### config.mk
export PLATFORM = sky130hd
export DESIGN_NAME = mem_bus_arbiter
export DESIGN_NICKNAME = d
export VERILOG_FILES = /design/src/rtl/mem_bus_arbiter.sv
export SDC_FILE = /design/constraint.sdc
export NUM_CORES = 1
export LEC_CHECK = 0
export ABC_AREA = 1
export BUFFER_PORTS_ARGS = -buffer_cell sky130_fd_sc_hd__buf_2
export CELL_PAD_IN_SITES_DETAIL_PLACEMENT = 0
export CELL_PAD_IN_SITES_GLOBAL_PLACEMENT = 1
export CORE_MARGIN = 4
export CORE_UTILIZATION = 35
export DETAILED_ROUTE_END_ITERATION = 7
export HOLD_SLACK_MARGIN = 0.1
export PLACE_DENSITY_LB_ADDON = 0.1
export SLEW_MARGIN = 20
export SYNTH_ARGS = -nofsm -noshare
export SYNTH_HDL_FRONTEND = slang
export SYNTH_SLANG_ARGS = --single-unit
### constraint.sdc
create_clock -name clk -period 2.71 [get_ports clk]
set_input_delay 0.1355 -clock clk [delete_from_list [all_inputs] [get_ports clk]]
set_output_delay 0.1355 -clock clk [all_outputs]
set_load 0.005 [all_outputs]
### src/rtl/mem_bus_arbiter.sv
// -----------------------------------------------------------------------------
// mem_bus_arbiter
//
// Shares the single memory-map port of the multicycle core between two bus
// masters: master 0 (core fetch/load/store) and master 1 (loader / DMA).
// One access is in flight at a time. The winner's command is latched at grant,
// driven onto the memory-map port for RD_LAT / WR_LAT cycles, and completed
// with a one-cycle acknowledge carrying the read data.
//
// Handshake: a master raises mX_req with mX_we/mX_addr/mX_wd/mX_lock valid
// and keeps req high until it sees mX_ack. Command inputs are captured in the
// cycle the arbiter grants, so they are don't-care from then on until the ack.
// mX_ack is a single-cycle pulse; on a read, mX_rd is valid while ack is high
// and then holds until the next read for that master completes. In the ack
// cycle the just-acked master's req is ignored, so a req that is simply held
// high is not served twice off one handshake. The one exception is a locked
// owner still inside its lock budget, which keeps the bus directly.
//
// Ports:
//   clk, rst              clock, synchronous active-high reset
//   m0_* / m1_*           master request side (req, we, lock, addr, wd in;
//                         ack, rd out)
//   bus_addr/bus_wd       address / write data to the memory map
//   bus_we/bus_re         single-cycle write / read strobes
//   bus_rd                read data from the memory map
//   grant                 one-hot owner during ACCESS, 00 otherwise
//   busy                  high while an access occupies the bus
//   dbg_state             current FSM state (0 = IDLE, 1 = ACCESS)
//   dbg_lock_cnt          number of consecutive locked re-grants so far
// -----------------------------------------------------------------------------
module mem_bus_arbiter #(
    parameter int DATA_WIDTH = 32,
    parameter int ADDR_WIDTH = 32,
    parameter int RD_LAT     = 1,
    parameter int WR_LAT     = 1,
    parameter int MAX_LOCK   = 4
) (
    input  logic                          clk,
    input  logic                          rst,

    input  logic                          m0_req,
    input  logic                          m0_we,
    input  logic                          m0_lock,
    input  logic [ADDR_WIDTH-1:0]         m0_addr,
    input  logic [DATA_WIDTH-1:0]         m0_wd,
    output logic                          m0_ack,
    output logic [DATA_WIDTH-1:0]         m0_rd,

    input  logic                          m1_req,
    input  logic                          m1_we,
    input  logic                          m1_lock,
    input  logic [ADDR_WIDTH-1:0]         m1_addr,
    input  logic [DATA_WIDTH-1:0]         m1_wd,
    output logic                          m1_ack,
    output logic [DATA_WIDTH-1:0]         m1_rd,

    output logic [ADDR_WIDTH-1:0]         bus_addr,
    output logic [DATA_WIDTH-1:0]         bus_wd,
    output logic                          bus_we,
    output logic                          bus_re,
    input  logic [DATA_WIDTH-1:0]         bus_rd,

    output logic [1:0]                    grant,
    output logic                          busy,
    output logic                          dbg_state,
    output logic [$clog2(MAX_LOCK+1)-1:0] dbg_lock_cnt
);

    localparam int LC_W  = $clog2(MAX_LOCK + 1);
    localparam int CNT_W = 16;

    localparam logic [CNT_W-1:0] RD_LIM   = CNT_W'(RD_LAT);
    localparam logic [CNT_W-1:0] WR_LIM   = CNT_W'(WR_LAT);
    localparam logic [LC_W-1:0]  LOCK_MAX = LC_W'(MAX_LOCK);

    typedef enum logic {
        IDLE   = 1'b0,
        ACCESS = 1'b1
    } state_t;

    state_t            state;
    logic [CNT_W-1:0]  wait_cnt;   // 1-based count of ACCESS cycles
    logic              last;       // index of the master granted last
    logic              owner_q;    // index of the current / previous owner
    logic              we_q;       // latched direction of the access
    logic              lock_q;     // owner's lock request at its grant
    logic [LC_W-1:0]   lock_cnt;   // locked re-grants in the current burst

    // Arbitration (only meaningful in IDLE)
    logic              req_eff0;
    logic              req_eff1;
    logic              owner_req;
    logic              lock_hold;
    logic              do_grant;
    logic              win;

    // Winner's command, muxed ahead of the latches
    logic              sel_we;
    logic              sel_lock;
    logic [ADDR_WIDTH-1:0] sel_addr;
    logic [DATA_WIDTH-1:0] sel_wd;

    logic [CNT_W-1:0]  lim;
    logic              done;

    // The acks are registered and high only during the IDLE cycle that
    // follows an access, so they double as the ack-cycle request mask.
    assign req_eff0  = m0_req & ~m0_ack;
    assign req_eff1  = m1_req & ~m1_ack;

    // Lock override looks at the raw request: a locked owner keeps the bus
    // straight out of its own ack cycle while its budget lasts.
    assign owner_req = owner_q ? m1_req : m0_req;
    assign lock_hold = lock_q & owner_req & (lock_cnt < LOCK_MAX);

    always_comb begin
        do_grant = 1'b0;
        win      = 1'b0;
        if (state == IDLE) begin
            if (lock_hold) begin
                do_grant = 1'b1;
                win      = owner_q;
            end else if (req_eff0 && req_eff1) begin
                do_grant = 1'b1;
                win      = ~last;
            end else if (req_eff0) begin
                do_grant = 1'b1;
                win      = 1'b0;
            end else if (req_eff1) begin
                do_grant = 1'b1;
                win      = 1'b1;
            end
        end
    end

    assign sel_we   = win ? m1_we   : m0_we;
    assign sel_lock = win ? m1_lock : m0_lock;
    assign sel_addr = win ? m1_addr : m0_addr;
    assign sel_wd   = win ? m1_wd   : m0_wd;

    assign lim  = we_q ? WR_LIM : RD_LIM;
    assign done = (state == ACCESS) && (wait_cnt == lim);

    always_ff @(posedge clk) begin
        if (rst) begin
            state    <= IDLE;
            wait_cnt <= '0;
            last     <= 1'b1;
            owner_q  <= 1'b0;
            we_q     <= 1'b0;
            lock_q   <= 1'b0;
            lock_cnt <= '0;
            grant    <= 2'b00;
            bus_addr <= '0;
            bus_wd   <= '0;
            bus_we   <= 1'b0;
            bus_re   <= 1'b0;
            m0_ack   <= 1'b0;
            m1_ack   <= 1'b0;
            m0_rd    <= '0;
            m1_rd    <= '0;
        end else begin
            // Strobes and acks are single-cycle pulses by default.
            m0_ack <= 1'b0;
            m1_ack <= 1'b0;
            bus_we <= 1'b0;
            bus_re <= 1'b0;

            case (state)
                IDLE: begin
                    if (do_grant) begin
                        state    <= ACCESS;
                        wait_cnt <= CNT_W'(1);
                        owner_q  <= win;
                        we_q     <= sel_we;
                        lock_q   <= sel_lock;
                        last     <= win;
                        // Counts only override re-grants; any ordinary grant
                        // starts a new burst.
                        lock_cnt <= lock_hold ? lock_cnt + LC_W'(1) : '0;
                        bus_addr <= sel_addr;
                        bus_wd   <= sel_wd;
                        bus_we   <= sel_we;
                        bus_re   <= ~sel_we;
                        grant    <= win ? 2'b10 : 2'b01;
                    end
                end

                ACCESS: begin
                    if (done) begin
                        state <= IDLE;
                        grant <= 2'b00;
                        if (owner_q) begin
                            m1_ack <= 1'b1;
                            if (!we_q) begin
                                m1_rd <= bus_rd;
                            end
                        end else begin
                            m0_ack <= 1'b1;
                            if (!we_q) begin
                                m0_rd <= bus_rd;
                            end
                        end
                    end else begin
                        wait_cnt <= wait_cnt + CNT_W'(1);
                    end
                end

                default: state <= IDLE;
            endcase
        end
    end

    assign busy         = (state == ACCESS);
    assign dbg_state    = state;
    assign dbg_lock_cnt = lock_cnt;

endmodule
**Word level (Yosys, flattened, before mapping)**

Cells that the tools add are included.

- Register bits: 158
- Input bits: 168
- Output and inout bits: 139
- Word-level logic and storage cells: 72

- Add/sub/neg operators: 2
- $lt $le $gt $ge: 1
- Equal/unequal tests: 4
- Multiplexer cells: 27
- Bitwise operators: 13
- Reductions and logical operators: 9

Operators with widths:

| operator | count |
|---|---|
| $mux 32 | 2 |
| $mux 16 | 2 |
| $pmux 16 s2 | 1 |
| $add 16x1->16 const B | 1 |
| $eq 16x1->1 const B | 1 |
| $mux 1 | 16 |
| $not 1->1 | 9 |
| $reduce_and 4->1 | 2 |
| $mux 2 | 3 |
| $reduce_and 2->1 | 3 |
| $reduce_or 3->1 | 2 |
| $and 1x1->1 | 4 |
| $ne 2x2->1 const B | 2 |
| $pmux 2 s2 | 1 |
| $add 3x1->3 const B | 1 |
| $lt 3x3->1 const B | 1 |
| $mux 3 | 1 |
| $logic_and 1x1->1 | 2 |
| $ne 2x1->1 const B | 1 |
| $pmux 1 s2 | 1 |

**Logic depth before layout (Yosys ltp)**

- Depth after elaboration: 10
- Gate-level depth with buffers: 11
- Mapped depth without buffers: 10

**Worst setup path after synthesis**

OpenSTA, ideal clock, no wires.

- Path kind: reg2reg
- Start point: register wait_cnt[0]
- End point: register m0_rd[0]
- Arrival time: 1.445 ns
- Required time: 2.597 ns
- Path slack: 1.152 ns
- Cell stages (with the launch flop): 10
- Path buffers: 1
- Cells stage by stage: dfxtp_1 -> ha_1 -> nand2_1 -> inv_1 -> nand2_1 -> nor2_2 -> nand4_4 -> clkbuf_1 -> nor2_1 -> nor2_1

- Longest elaborated chain between the ends: 3

Ends and longest elaborated chain:

| what | RTL line | text |
|---|---|---|
| start, declared | 82 | `logic [CNT_W-1:0] wait_cnt;` |
| start signal, assigned | 205 | `wait_cnt <= wait_cnt + CNT_W'(1);` |
| $eq 16x1->1 | 142 | `assign done = (state == ACCESS) && (wait_cnt == lim);` |
| $logic_and 1x1->1 | 142 |  |
| $reduce_and 4->1 (no line) | n/a |  |
| end signal, assigned | 201 | `m0_rd <= bus_rd;` |
| end, declared | 47 | `output logic [DATA_WIDTH-1:0] m0_rd,` |

Every way passes these cells.
A chain may end at the register's enable or synchronous reset.

**Worst setup path after layout**

- Start point: register owner_q
- End point: register bus_addr[10]

- Longest elaborated chain between the ends: 6
- Elaborated cells on any way between the ends: 9
- Classes of those cells: mux (6); bitwise (2); reduce/logical (1)

Ends and longest elaborated chain:

| what | RTL line | text |
|---|---|---|
| start, declared | 84 | `logic owner_q;` |
| start signal, assigned | 174 | `owner_q <= win;` |
| $mux 1 | 113 | `assign owner_req = owner_q ? m1_req : m0_req;` |
| $and 1x1->1 (2 in series) | 114 | `assign lock_hold = lock_q & owner_req & (lock_cnt < LOCK_MAX);` |
| $mux 1 | 120 | `if (lock_hold) begin` |
| $mux 1 | 119 | `if (state == IDLE) begin` |
| $mux 32 / $reduce_and 2->1 (equally long branches) | n/a |  |
| end signal, assigned | 181 | `bus_addr <= sel_addr;` |
| end, declared | 57 | `output logic [ADDR_WIDTH-1:0] bus_addr,` |

Parallel ways exist; a longest one is shown, timed or not.

==> run metrics <==
# IOs=307; number of global-route vias before repair=8034; total core area=0.0211 sq mm; commonest cells in the netlist=nand2_1 (441), nor2_1 (256), inv_1 (172); Crit-path slowest cell=dlygate4sd3_1; area of the die=0.0239 sq mm; synth top area cells=dfxtp_1 (42%), nand2_1 (22%), nor2_1 (13%); HPWL Detailed=16.6 mm; Worst Max-Slew Pin Slew=0.789 ns; syn_nets=1374; maximum VDD drop=0.000397 V; Most Crowded Layer GR=met2; Required @ worst endpoint=3.08 ns; largest area contributor in the netlist=dfxtp_1; routed wire length=24.6 mm; Leakage Power=6.38 nW; min-delay worst type=input port to register; Reg-to-Reg Start=owner_q; Mapped Cells=1203; count leader, synth=nand2_1; Rel. slew slack=0.474; CTS tree=yes; Overflow after GRT=0; sequential area share after synthesis=0.420; GR Util met2=0.340; count of state elements after synthesis=158; Starting Density=0.357; Routed WL per cell=12.7 um; critical path arrival=2.77 ns; Initial DRC Count=328; Synth top area share=0.420; Clock Skew=0.0184 ns; status=finished, final reports clean; Ys Warns=0; Routed Antenna Nets=0; Cell Rows=53; CTS buffer count=17; synth unique cells=29; startpoint types=register; HP Start=m1_we; CTS H-tree depth=4; Critical Path Max Stage Delay=0.56 ns; RSZ-0062 raised after global routing=false; buffers inserted by post-CTS timing repair=0; period utilization=0.885; Clock Tree Buf Depth=2; worst-skew pair later-pin latency=0.43 ns; Root Buffer=clkbuf_16; Final nets=1821; die width=155 um; pwr/cell area=562 mW/mm^2; max_cap viols=0; final hold vios=0; Die Ht=155 um; Slew Viols, Final=0; routability congestion estimate=0.787; critical path endpoint category=register; via/cell ratio=4.31; synth-to-layout area growth=52.2%; met3 global-route usage=0.0674; Finish-stage setup viols=0; ratio of cells with drive above 1 in the final layout=0.223; largest net degree at the start of global routing=69; antenna violations before repair=2; clk sinks=158; via count=8351; dpl cells=1740; first-pass GRT wire length=39.2 mm; syn_area_per_cell=6.26 sq um; Top FF cell, synth=dfxtp_1; non-filler instance count after layout=1939; fmax=417 MHz; Setup crit start=owner_q; DRT Pass-1 Iters=4; IO buf count=306; CP most frequent cell=nand2_1; Clock Pin Slew Worst Setup and Hold Paths=0.07 ns; crit path kind=register to register; mapped cell area=0.00753 sq mm; async set-reset flop share out of synthesis=0; Setup TNS=0 ns; Post-synth EDFFs=0; clock period minus worst slack=2.40 ns; crit path max fanout=52; Post-route DRC=0; CP Cell Sequence=inv_2 -> nand2_2 -> nand3_4 -> a21oi_4 -> nand2_4 -> nor2_1 -> nand2_1 -> dlygate4sd3_1 -> nand2_1; All-Layer GR Usage=0.200; routing usage on met1=0.238
-- path summary, 6_finish.rpt --
kind                  endpoint  slack, ns  depth (start not counted)
setup / recovery  bus_addr[10]       0.31                          9
setup reg to reg  bus_addr[10]       0.31                          9
hold / removal            we_q       0.12                          5
hold reg to reg      bus_wd[0]       0.45                          2
-- layout by cell type, fill, tap and decap left out, drive strengths merged --
cell / instances
nand2: 448
buf: 317
nor2: 260
inv: 181
dlygate4sd3: 165
dfxtp: 158
nand3: 49
nand4: 24
a21oi: 22
clkbuf: 18
ha: 3
clkinvlp: 3
diode: 2
o21bai: 2
o21ai: 2
nor3: 2
bufinv: 2
clkinv: 2
or2: 1
nor3b: 1
nand3b: 1
a22oi: 1
-- metrics by stage --
stage | instance area, sq um | util | power (W) | hold slack [ns] | worst slack, ns
global route | 11500 | 0.543 | 0.00682 | 0.145 | 0.0972
detailed placement | 9200 | 0.436 | 0.00383 | 0.380 | 0.711
finish | 11500 | 0.543 | 0.00644 | 0.122 | 0.313
floorplan | 7530 | - | 0.00334 | 0.270 | 1.15
CTS | 11400 | 0.543 | 0.00652 | 0.104 | 0.137
global placement | 9200 | 0.436 | 0.00382 | 0.374 | 0.763
-- report_power, final --
part	internal [W]	leakage, nW	total, W	switching [W]
combinational	0.000637	4.81	0.00137	0.000735
sequential	0.00252	1.29	0.00263	0.000107
clock	0.00140	0.282	0.00243	0.00104
total	0.00456	6.38	0.00644	0.00188
-- layout make-up --
cell class	count	area, sq um
Fill cell	2138	9630
Multi-Input combinational cell	816	3390
Timing Repair Buffer	482	3300
Sequential cell	158	3160
Inverter	175	657
Clock buffer	18	439
Tap cell	275	344
Clock inverter	13	151
Antenna cell	2	5.00
-- cell families (layout without fill, tap and decap cells) --
kind of cell / count (synthesis) / after routing / synth area share
other: 0 / 2 / 0
adder cells (fa/ha/maj): 3 / 3 / 0.00499
buffers and inverters: 230 / 688 / 0.131
AO/OA/AOI/OAI: 27 / 27 / 0.0204
flip-flops: 158 / 158 / 0.420
AND/OR/NAND/NOR: 785 / 786 / 0.423
-- flip-flops by register name, indices dropped and copies added (netlist names), 2 cells and up --
signal        cells
bus_addr         32
bus_wd           32
m0_rd            32
m1_rd            32
wait_cnt         16
dbg_lock_cnt      3
grant             2
-- layer usage --
metal | wire [um] | up-vias
li1 | - | 4447
met5 | 0 | -
met2 | 11300 | 233
met3 | 2110 | 35
met4 | 505 | 0
met1 | 10700 | 3636
-- worst max-delay path, delay by kind of cell, from the launching register on --
family	cells	cell delay, ns
and+or+nand+nor	6	0.94
DFF	1	0.46
AOI/OAI and AO/OA	1	0.26
buffers and inverters	2	0.67
-- repair_timing --
item / 4_1_cts / 5_1_grt
gates resized for setup: 0 / 0
endpoints found under the hold margin: 133 / 0
setup endpoints to repair: 0 / 19
hold buffers: 165 / 0
No activity file was read; power rests on OpenSTA's default activity.
